$ cat config.mk
export PLATFORM = sky130hd
export DESIGN_NAME = pc_ir_unit
export DESIGN_NICKNAME = d
export VERILOG_FILES = /design/src/rtl/pc_ir_unit.sv
export SDC_FILE = /design/constraint.sdc
export NUM_CORES = 1
export LEC_CHECK = 0
export ABC_CLOCK_PERIOD_IN_PS = 2100
export CAP_MARGIN = 10
export CORE_AREA = 5 5 144 146
export CTS_CLUSTER_SIZE = 25
export DETAILED_ROUTE_END_ITERATION = 8
export DIE_AREA = 0 0 149 151
export PLACE_DENSITY = 0.77
export SLEW_MARGIN = 20
export SYNTH_ARGS = -nofsm -noshare
export SYNTH_HDL_FRONTEND = slang
export SYNTH_SLANG_ARGS = --single-unit
$ cat constraint.sdc
create_clock -name clk -period 2.1 [get_ports clk]
set_input_delay 0.42 -clock clk [delete_from_list [all_inputs] [get_ports clk]]
set_output_delay 0.42 -clock clk [all_outputs]
set_load 0.02 [all_outputs]
$ cat src/rtl/pc_ir_unit.sv
// Fetch-side datapath stage: PC, IR and MDR registers, the unified memory address mux,
// IR field decode, and retired-instruction / taken-branch counters.
module pc_ir_unit #(
  parameter logic [31:0] RESET_PC = 32'h0000_0000
) (
  input  logic        clk,
  input  logic        reset,
  input  logic        pc_write,
  input  logic        pc_write_cond,
  input  logic        zero,
  input  logic [1:0]  pc_src,
  input  logic [31:0] alu_result,
  input  logic [31:0] alu_out,
  input  logic        ir_write,
  input  logic        mem_get_data,
  input  logic        mem_read,
  input  logic [31:0] mem_rdata,
  output logic [31:0] mem_addr,
  output logic        mem_re,
  output logic [31:0] pc,
  output logic [31:0] ir,
  output logic [5:0]  opcode,
  output logic [4:0]  rs,
  output logic [4:0]  rt,
  output logic [4:0]  rd,
  output logic [5:0]  funct,
  output logic [31:0] imm_sext,
  output logic [31:0] jump_target,
  output logic [31:0] mdr,
  output logic        misaligned,
  output logic [31:0] instr_count,
  output logic [15:0] branch_count
);

  logic [31:0] pc_q, pc_d;
  logic [31:0] ir_q, ir_d;
  logic [31:0] mdr_q, mdr_d;
  logic        misaligned_q, misaligned_d;
  logic [31:0] instr_count_q, instr_count_d;
  logic [15:0] branch_count_q, branch_count_d;

  logic        pc_en;
  logic        branch_taken;
  logic [31:0] pc_sel;
  logic [31:0] jump_target_w;

  assign jump_target_w = {pc_q[31:28], ir_q[25:0], 2'b00};
  assign pc_en         = pc_write | (pc_write_cond & zero);
  // An unconditional write that happens to coincide with a true condition is not a branch.
  assign branch_taken  = pc_write_cond & zero & ~pc_write;

  always_comb begin
    pc_sel = pc_q;
    case (pc_src)
      2'd0:    pc_sel = alu_result;
      2'd1:    pc_sel = alu_out;
      2'd2:    pc_sel = jump_target_w;
      default: pc_sel = pc_q;
    endcase
  end

  always_comb begin
    pc_d           = pc_q;
    ir_d           = ir_q;
    mdr_d          = mdr_q;
    misaligned_d   = misaligned_q;
    instr_count_d  = instr_count_q;
    branch_count_d = branch_count_q;

    if (pc_en) begin
      pc_d = {pc_sel[31:2], 2'b00};
      if (pc_sel[1:0] != 2'b00) begin
        misaligned_d = 1'b1;
      end
    end
    if (branch_taken && (branch_count_q != 16'hFFFF)) begin
      branch_count_d = branch_count_q + 16'd1;
    end
    if (ir_write) begin
      ir_d          = mem_rdata;
      instr_count_d = instr_count_q + 32'd1;
    end
    if (mem_read) begin
      mdr_d = mem_rdata;
    end
  end

  always_ff @(posedge clk) begin
    if (reset) begin
      pc_q           <= RESET_PC;
      ir_q           <= 32'd0;
      mdr_q          <= 32'd0;
      misaligned_q   <= 1'b0;
      instr_count_q  <= 32'd0;
      branch_count_q <= 16'd0;
    end else begin
      pc_q           <= pc_d;
      ir_q           <= ir_d;
      mdr_q          <= mdr_d;
      misaligned_q   <= misaligned_d;
      instr_count_q  <= instr_count_d;
      branch_count_q <= branch_count_d;
    end
  end

  // The address uses the pre-edge PC so IF reads the word the IR is about to capture.
  assign mem_addr     = mem_get_data ? alu_out : pc_q;
  assign mem_re       = mem_read;
  assign pc           = pc_q;
  assign ir           = ir_q;
  assign opcode       = ir_q[31:26];
  assign rs           = ir_q[25:21];
  assign rt           = ir_q[20:16];
  assign rd           = ir_q[15:11];
  assign funct        = ir_q[5:0];
  assign imm_sext     = {{16{ir_q[15]}}, ir_q[15:0]};
  assign jump_target  = jump_target_w;
  assign mdr          = mdr_q;
  assign misaligned   = misaligned_q;
  assign instr_count  = instr_count_q;
  assign branch_count = branch_count_q;

endmodule

**Word-level counts from Yosys, hierarchy flattened**

Cells that the tools add are included.

- Register bits: 143
- Input bits: 106
- Output and inout port bits: 269
- Logic and storage cells: 27

- Muxes and demuxes: 2
- Add/sub/neg operators: 2
- Bitwise operators: 5
- Equal/unequal tests: 3
- Reduce and logical (&&, ||, !) cells: 8

Operators by type and width:

| kind | number |
|---|---|
| case mux 32 bit (3 select lines) | 1 |
| adder 32 x 1 -> 32 bit, second input constant | 1 |
| 2-to-1 mux 32 bit | 1 |
| adder 16 x 1 -> 16 bit, second input constant | 1 |
| inequality test 16 bit, second input constant | 1 |
| AND reduction 2 bit | 2 |
| nonzero test 2 bit | 2 |
| AND reduction 3 bit | 1 |
| nonzero test 3 bit | 1 |
| AND 1 bit | 2 |
| equality test 2 x 1 -> 1 bit, second input constant | 1 |
| equality test 2 bit, second input constant | 1 |
| zero test 2 bit | 1 |
| NOT 1 bit | 2 |
| logical AND 1 bit | 1 |
| bitwise OR 1 bit | 1 |

**Logic depth before layout (Yosys ltp)**

Gate-level depths: netlist (run 1).

- Depth in word-level cells: 4
- Mapped depth: 7
- Depth with buffers taken out: 6

**Worst setup path after synthesis (run 1)**

OpenSTA, ideal clock, no wires.

- Path type: in2out
- Start: input mem_get_data
- End: output mem_addr[10]
- Required time: 1.680 ns
- Data arrival time: 1.364 ns
- Setup slack: 0.316 ns
- Buffers on the path: 2
- Stages: 3
- Cell sequence: clkbuf_1 buf_1 mux2_2

- Longest elaborated chain between the ends: 1

Ends and longest elaborated chain:

| what | RTL line | text |
|---|---|---|
| from (decl) | 15 | `input logic mem_get_data,` |
| 2-to-1 mux 32 bit | 107 | `assign mem_addr = mem_get_data ? alu_out : pc_q;` |
| to (decl) | 18 | `output logic [31:0] mem_addr,` |

Every way passes these cells.

**Worst setup path in the final report (run 1)**

- Start: input alu_out[14]
- End: output mem_addr[14]

- Longest elaborated chain between the ends: 1

Ends and longest elaborated chain:

| what | RTL line | text |
|---|---|---|
| from (decl) | 13 | `input logic [31:0] alu_out,` |
| 2-to-1 mux 32 bit | 107 |  |

Every way passes these cells.

==> results of run 1 <==
stage by stage:
step                setup slack [ns]  setup TNS (ns)  instance area [um2]  power (mW)  util, %
floorplan                      0.316               0                 7170        3.94        -
global placement             -0.0373         -0.0689                10500        4.71     54.7
detailed placement           -0.0297         -0.0358                10500        4.73     54.7
CTS                          0.00119               0                11100        7.69     57.6
global route                0.000565               0                11100        7.91     57.8
finish                        0.0169               0                11100        7.60     57.8
path summary, 6_finish.rpt:
kind | start | endpoint | slack (ns) | cells past startpoint
worst max-delay path | alu_out[14] | mem_addr[14] | 0.02 | 3
worst min-delay path | misaligned | misaligned | 0.48 | 2
worst max register to register | branch_count[1] | branch_count[1] | 0.29 | 6
worst min register to register | misaligned | misaligned | 0.48 | 2
cells in the mapped netlist, types with 2 or more instances:
cell type and n:
inv_1 2, buf_4 94, mux2_2 30, a211oi_1 27, nand3_1 13, and4_1 9, clkbuf_1 24, and2_1 2
or2_1 2, nand4_2 2, nor3_1 11, xor2_1 29, nor2_1 168, or4_1 2, nor4_2 3, nand4_1 16
buf_2 18, a21oi_1 38, nor2b_1 2, ha_1 2, o211ai_1 3, dfxtp_1 143, buf_1 4, xnor2_1 9
nand2_1 18, mux2i_1 97, and3_1 7, o21ai_0 6, or3_1 4
area by class of cell:
class | instances | area (um2)
Multi-Input combinational cell | 513 | 3410
Inverter | 2 | 7.51
Tap cell | 265 | 332
Sequential cell | 143 | 2860
Antenna cell | 1 | 2.50
Timing Repair Buffer | 392 | 3950
Fill cell | 1730 | 8120
Clock buffer | 18 | 439
Clock inverter | 12 | 136
flip-flops by register name, indices dropped and copies added, names as in the netlist:
signal,cells
branch_count,16
instr_count,32
ir,32
mdr,32
misaligned,1
pc,30
power by group through the flow:
stage	Combinational (mW)	Clock (mW)	Sequential (mW)
6_report	1.69	2.95	2.96
3_3_place_gp	1.69	0	3.02
4_1_cts	1.71	3.01	2.97
3_5_place_dp	1.71	0	3.02
2_1_floorplan	0.785	0	3.15
5_1_grt	1.79	3.13	2.98
worst reg2reg max path: cells and delay by family, from the launching register on:
| kind | cells | cell delay (ns) |
|---|---|---|
| and+or+nand+nor | 3 | 0.51 |
| DFF | 1 | 0.41 |
| adders and majority gates | 1 | 0.23 |
| muxes | 1 | 0.22 |
| AOI/OAI and AO/OA | 1 | 0.32 |
cells in the final DEF, fill, tap and decap left out, drive strengths merged, types with 6 or more instances in the layout:
master,instances
xor2,29
mux2i,97
dlygate4sd2,6
and3,7
inv,6
a21oi,38
mux2,30
clkdlybuf4s50,340
xnor2,9
nand3,14
and4,9
a211oi,27
nand2,19
nor2,168
clkbuf,18
nor3,11
nand4,18
o21ai,7
dlymetal6s2s,18
dfxtp,143
buf,28
cells by family after synthesis:
group	after synthesis	synth area share, %
XOR/XNOR	38	4.65
other	1	0.0524
AND/OR/NAND/NOR	265	17.3
multiplexers	127	18.3
AO/OA/AOI/OAI	77	6.67
flip-flops	143	40.0
buffers and inverters	142	12.7
adder cells (fa/ha/maj)	2	0.349
per-layer routing:
layer	up-vias	wire [um]	track usage, %
met3	33	1770	6.52
met5	-	0	0
li1	3170	-	-
met4	0	506	6.59
met2	265	11700	35.0
met1	3034	9290	22.6
repair_timing:
action	CTS	global route
gates resized for setup	6	18
pin swaps	0	0
hold buffers	0	0
endpoints found under the setup margin	6	21
==> reports/results.ini, run 1 <==
[synthesis]
syn_inst=795
synth_warnings=0
synth_flop_cell=dfxtp_1
synth_edf_count=0
async_flop_share_pct=0
synth_top_cell_by_area=dfxtp_1
ys_types=39
synth.top_cell.area_share_pct=40.0
synth_area_um2=7160
synth_area_leaders=dfxtp_1 (40%), mux2i_1 (14%), buf_4 (9.9%), nor2_1 (8.8%), mux2_2 (4.7%)
synth-seq-cells=143
ys_seq_area_share_pct=40.0
synth.avg_cell_area_um2=9.01

[finish]
area_growth_pct=55.7
drive_above_1_share_pct=9.26
final_nets=1177
finalNonFillerCells=1346

[floorplanning]
die_w_um=149
start_util_pct=37.2
core-area_um2=19300
rows=51
die_h_um=151
dieArea_um2=22500
ios=375

[sta]
fin_worst_skew_ns=0.00961
slew_viol_final=0
fmax_mhz=480
finalHoldViolations=0
fin_crit_sh_pct=99.2
worstMarginPinSlew_ns=0.655
whs_ns=0.476
period_needed_ns=2.08
max_slew_margin_pct=56.3
rsz0062_at_grt=no
setup_viol=0

[pwr]
share_comb_of_total_power_pct=22.2
internal-power_mw=5.47
powerDensity_nw_per_um2=682
swShare_pct=28.1
leakagePower_nw=4.59
seqPwrFrac_pct=39.0
clock_power_share_pct=38.8
max-vdd-ir-drop_uv=498
power_switching_mw=2.13

[clock_network]
clk_path_buf_depth=2
htree_levels=4
clock-root-buffer=clkbuf_16
numCtsBuffers=17
cts_tree=built
postCtsSetupRepairBufs=0
path_clk_slew_ns=0.06
clk-insertion-delay-late_ns=0.41
cts.sinks=143

[grt]
grt_pass1_vias=6645
grt_pass1_wl_um=35300
antenna_found_initial=0
grt_start_max_net_pins=54
grt_usage_pct=19.8
grt_overflow=0

[routing]
routedWlPerCell_um=17.3
first_iter_violations=209
wirelength_um=23300
via_per_inst=4.83
vias=6502
route.detailed.drc=0
antenna_left=0
first_pass_iters=4

[flow_run]
cap_violations=0

[outcome]
status=finished clean

[critical_path]
arrival_ns=1.66
worstSetupPathType=input pin to output pin
crit_path_top_delay_cell=clkdlybuf4s50_1
crit_fanout=2
cp.required_ns=1.68
endpoint_kind=output pin
critical_path_buf_inv_count=2
crit_path_start_kind=input pin
slowest_delay_ns=0.55
cpMostUsedCell=clkdlybuf4s50_1
path_cells=clkdlybuf4s50_1 -> mux2_2 -> clkdlybuf4s50_1
path_delay_family=buffers and inverters

[hold_path]
hp-class=flip-flop to flip-flop

[placed_design]
post-place-cells=1315
place_congestion=0.852
portBuffers=370
place_hpwl_um=17500

No activity file was read; power rests on OpenSTA's default activity.
==> inputs of run 2 (changes only) <==
CORE_AREA = 5 5 145 147   (was 5 5 144 146)
DIE_AREA = 0 0 150 152   (was 0 0 149 151)
DONT_BUFFER_PORTS = 1   (was not set)
PLACE_DENSITY = not set   (was 0.77)
==> run 2 against run 1 <==
Count of clock-buffer cells in the layout unchanged. Die area increased by 1.3%. Via count decreased by 19%. Wire length decreased by 16%. Worst setup slack improved by 0.28 ns. Global-route usage decreased by 3.3 points. Design area decreased by 32%. Sequential power increased by 6%. Clock skew increased by 0.0022 ns. Maximum frequency increased by 15%. Largest power group unchanged. Highest routed layer unchanged.
==> reports/results.ini, run 2 (synthesis gave the netlist of run 1 again) <==
[outcome]
status=finished clean  ; unchanged

[floorplanning]
core-area_um2=19800  ; was 19300 um2
die_h_um=152  ; was 151 um
ios=375  ; unchanged
dieArea_um2=22800  ; was 22500 um2
die_w_um=150  ; was 149 um
rows=52  ; was 51
start_util_pct=36.2  ; was 37.2%

[pwr]
max-vdd-ir-drop_uv=483  ; was 498 uV
leakagePower_nw=3.17  ; was 4.59 nW
swShare_pct=30.1  ; was 28.1%
seqPwrFrac_pct=47.0  ; was 39.0%
clock_power_share_pct=43.0  ; was 38.8%
internal-power_mw=4.66  ; was 5.47 mW
powerDensity_nw_per_um2=875  ; was 682 nW/um2
power_switching_mw=2.01  ; was 2.13 mW
share_comb_of_total_power_pct=10.1  ; was 22.2%

[routing]
via_per_inst=5.16  ; was 4.83
first_iter_violations=248  ; was 209
antenna_left=0  ; unchanged
routedWlPerCell_um=19.3  ; was 17.3 um
vias=5243  ; was 6502
first_pass_iters=4  ; unchanged
wirelength_um=19600  ; was 23300 um
route.detailed.drc=0  ; unchanged

[clock_network]
postCtsSetupRepairBufs=0  ; unchanged
ctsResizeCount=0  ; was 6
htree_levels=4  ; unchanged
numCtsBuffers=17  ; unchanged
path_clk_slew_ns=0.07  ; was 0.06 ns
clk_path_buf_depth=2  ; unchanged
postCtsHoldBufs=0  ; unchanged
clk-insertion-delay-late_ns=0.42  ; was 0.41 ns
clock-root-buffer=clkbuf_16  ; unchanged
cts_tree=built  ; unchanged
cts.sinks=143  ; unchanged

[sta]
finalHoldViolations=0  ; unchanged
fin_worst_skew_ns=0.0118  ; was 0.00961 ns
max_slew_margin_pct=53.4  ; was 56.3%
period_needed_ns=1.81  ; was 2.08 ns
setup_viol=0  ; unchanged
fin_crit_sh_pct=86.1  ; was 99.2%
fmax_mhz=553  ; was 480 MHz
tns_ns=0  ; unchanged
rsz0062_at_grt=no  ; unchanged
worstMarginPinSlew_ns=0.699  ; was 0.655 ns
slew_viol_final=0  ; unchanged

[critical_path]
critPathLaunch=instr_count[15]  ; was alu_out[14]
slowest_delay_ns=0.57  ; was 0.55 ns
path_cells=nand4_1 -> nor4_4 -> nand4_1 -> xor2_1 -> nor2_1  ; was clkdlybuf4s50_1 -> mux2_2 -> clkdlybuf4s50_1
arrival_ns=2.10  ; was 1.66 ns
crit_fanout=8  ; was 2
cpMostUsedCell=nand4_1  ; was clkdlybuf4s50_1
reg2reg_from=instr_count[15]  ; was branch_count[1]
crit_path_top_delay_cell=dfxtp_1  ; was clkdlybuf4s50_1
worstSetupPathType=flip-flop to flip-flop  ; was input pin to output pin
endpoint_kind=flip-flop  ; was output pin
crit_path_start_kind=flip-flop  ; was input pin
cp.required_ns=2.40  ; was 1.68 ns

[finish]
final_cell_mix=nor2_1 (168), dfxtp_1 (142), mux2i_1 (97)  ; was clkdlybuf4s50_1 (340), nor2_1 (168), dfxtp_1 (143)
drive_above_1_share_pct=17.5  ; was 9.26%
final_nets=842  ; was 1177
nFillCells=2013  ; was 1730
final_area_um2=7630  ; was 11100 um2
utilization_pct=38.6  ; was 57.8%
antennaDiodeCount=0  ; was 1
layout_commonest_cell=nor2_1  ; was clkdlybuf4s50_1
multi_input_comb_area_um2=3410  ; unchanged
area_growth_pct=6.54  ; was 55.7%
ff_latch_area_um2=2870  ; was 2860 um2

[grt]
grt_overflow=0  ; unchanged
grt_pass1_vias=5047  ; was 6645
grt_pass1_wl_um=29900  ; was 35300 um
grt_usage_pct=16.5  ; was 19.8%
antenna_found_initial=0  ; unchanged
grt_start_max_net_pins=145  ; was 54

[hold_path]
hp-class=input pin to flip-flop  ; was flip-flop to flip-flop
hp-start=reset  ; was misaligned

[placed_design]
dpl_cell_area_um2=7080  ; was 10500 um2
place_hpwl_um=13800  ; was 17500 um
place_congestion=0.806  ; was 0.852
portBuffers=0  ; was 370

[flow_run]
cap_violations=0  ; unchanged

-- run 2: changes by cell type in the layout (fill, tap and decap cells not counted), moves of 2 or more --
cell	delta
buf_12	-4
buf_2	-5
buf_4	+38
bufinv_16	-2
clkdlybuf4s50_1	-340
dlygate4sd2_1	-6
dlymetal6s2s_1	-18
inv_6	+2
inv_8	+3
-- run 2: critical path: cells and delay by family (launching register included) --
| family | cells | cell delay (ns) |
|---|---|---|
| DFF | 1 | 0.57 |
| and+or+nand+nor | 4 | 0.97 |
| xor gates and xnor gates | 1 | 0.15 |
-- run 2: final cells by class --
type                            count  area share [%]
Multi-Input combinational cell    513            44.8
Sequential cell                   143            37.6
Timing Repair Buffer               57            5.94
Clock buffer                       18            5.63
Tap cell                          270            4.43
Clock inverter                     14            1.57
Inverter                            2          0.0984
-- run 2: path summary, 6_finish.rpt --
| path | to | slack, ns | cells past startpoint |
|---|---|---|---|
| worst max-delay path | instr_count[31] | 0.29 | 5 |
| worst min-delay path | mdr[28] | 0.07 | 1 |
| worst max register to register | instr_count[31] | 0.29 | 5 |
| worst min register to register | ir[0] | 0.53 | 2 |
-- run 2: power by group through the flow --
stage                     clock network, mW  logic (mW)  registers [mW]
after global placement                    0       0.671            3.20
after floorplan                           0       0.785            3.15
after CTS                              2.95       0.680            3.14
after detailed placement                  0       0.679            3.20
after global routing                   3.08       0.737            3.15
final                                  2.87       0.671            3.13
-- run 2: per-layer routing --
metal | vias up | global-route usage, % | wire length [um]
met4 | 0 | 5.01 | 278
met3 | 16 | 5.54 | 1810
met1 | 2473 | 21.0 | 8310
met5 | - | 0 | 0
met2 | 247 | 26.4 | 9240
li1 | 2507 | - | -
-- run 2: stage by stage --
step / std cells / setup WS [ns] / power (mW) / hold WS [ns]
floorplan: 798 / 0.316 / 3.94 / 0.555
global placement: 985 / 0.341 / 3.87 / 0.504
detailed placement: 985 / 0.330 / 3.88 / 0.507
CTS: 1017 / 0.286 / 6.77 / 0.0513
global route: 1017 / 0.126 / 6.96 / 0.0463
finish: 1017 / 0.292 / 6.67 / 0.0745
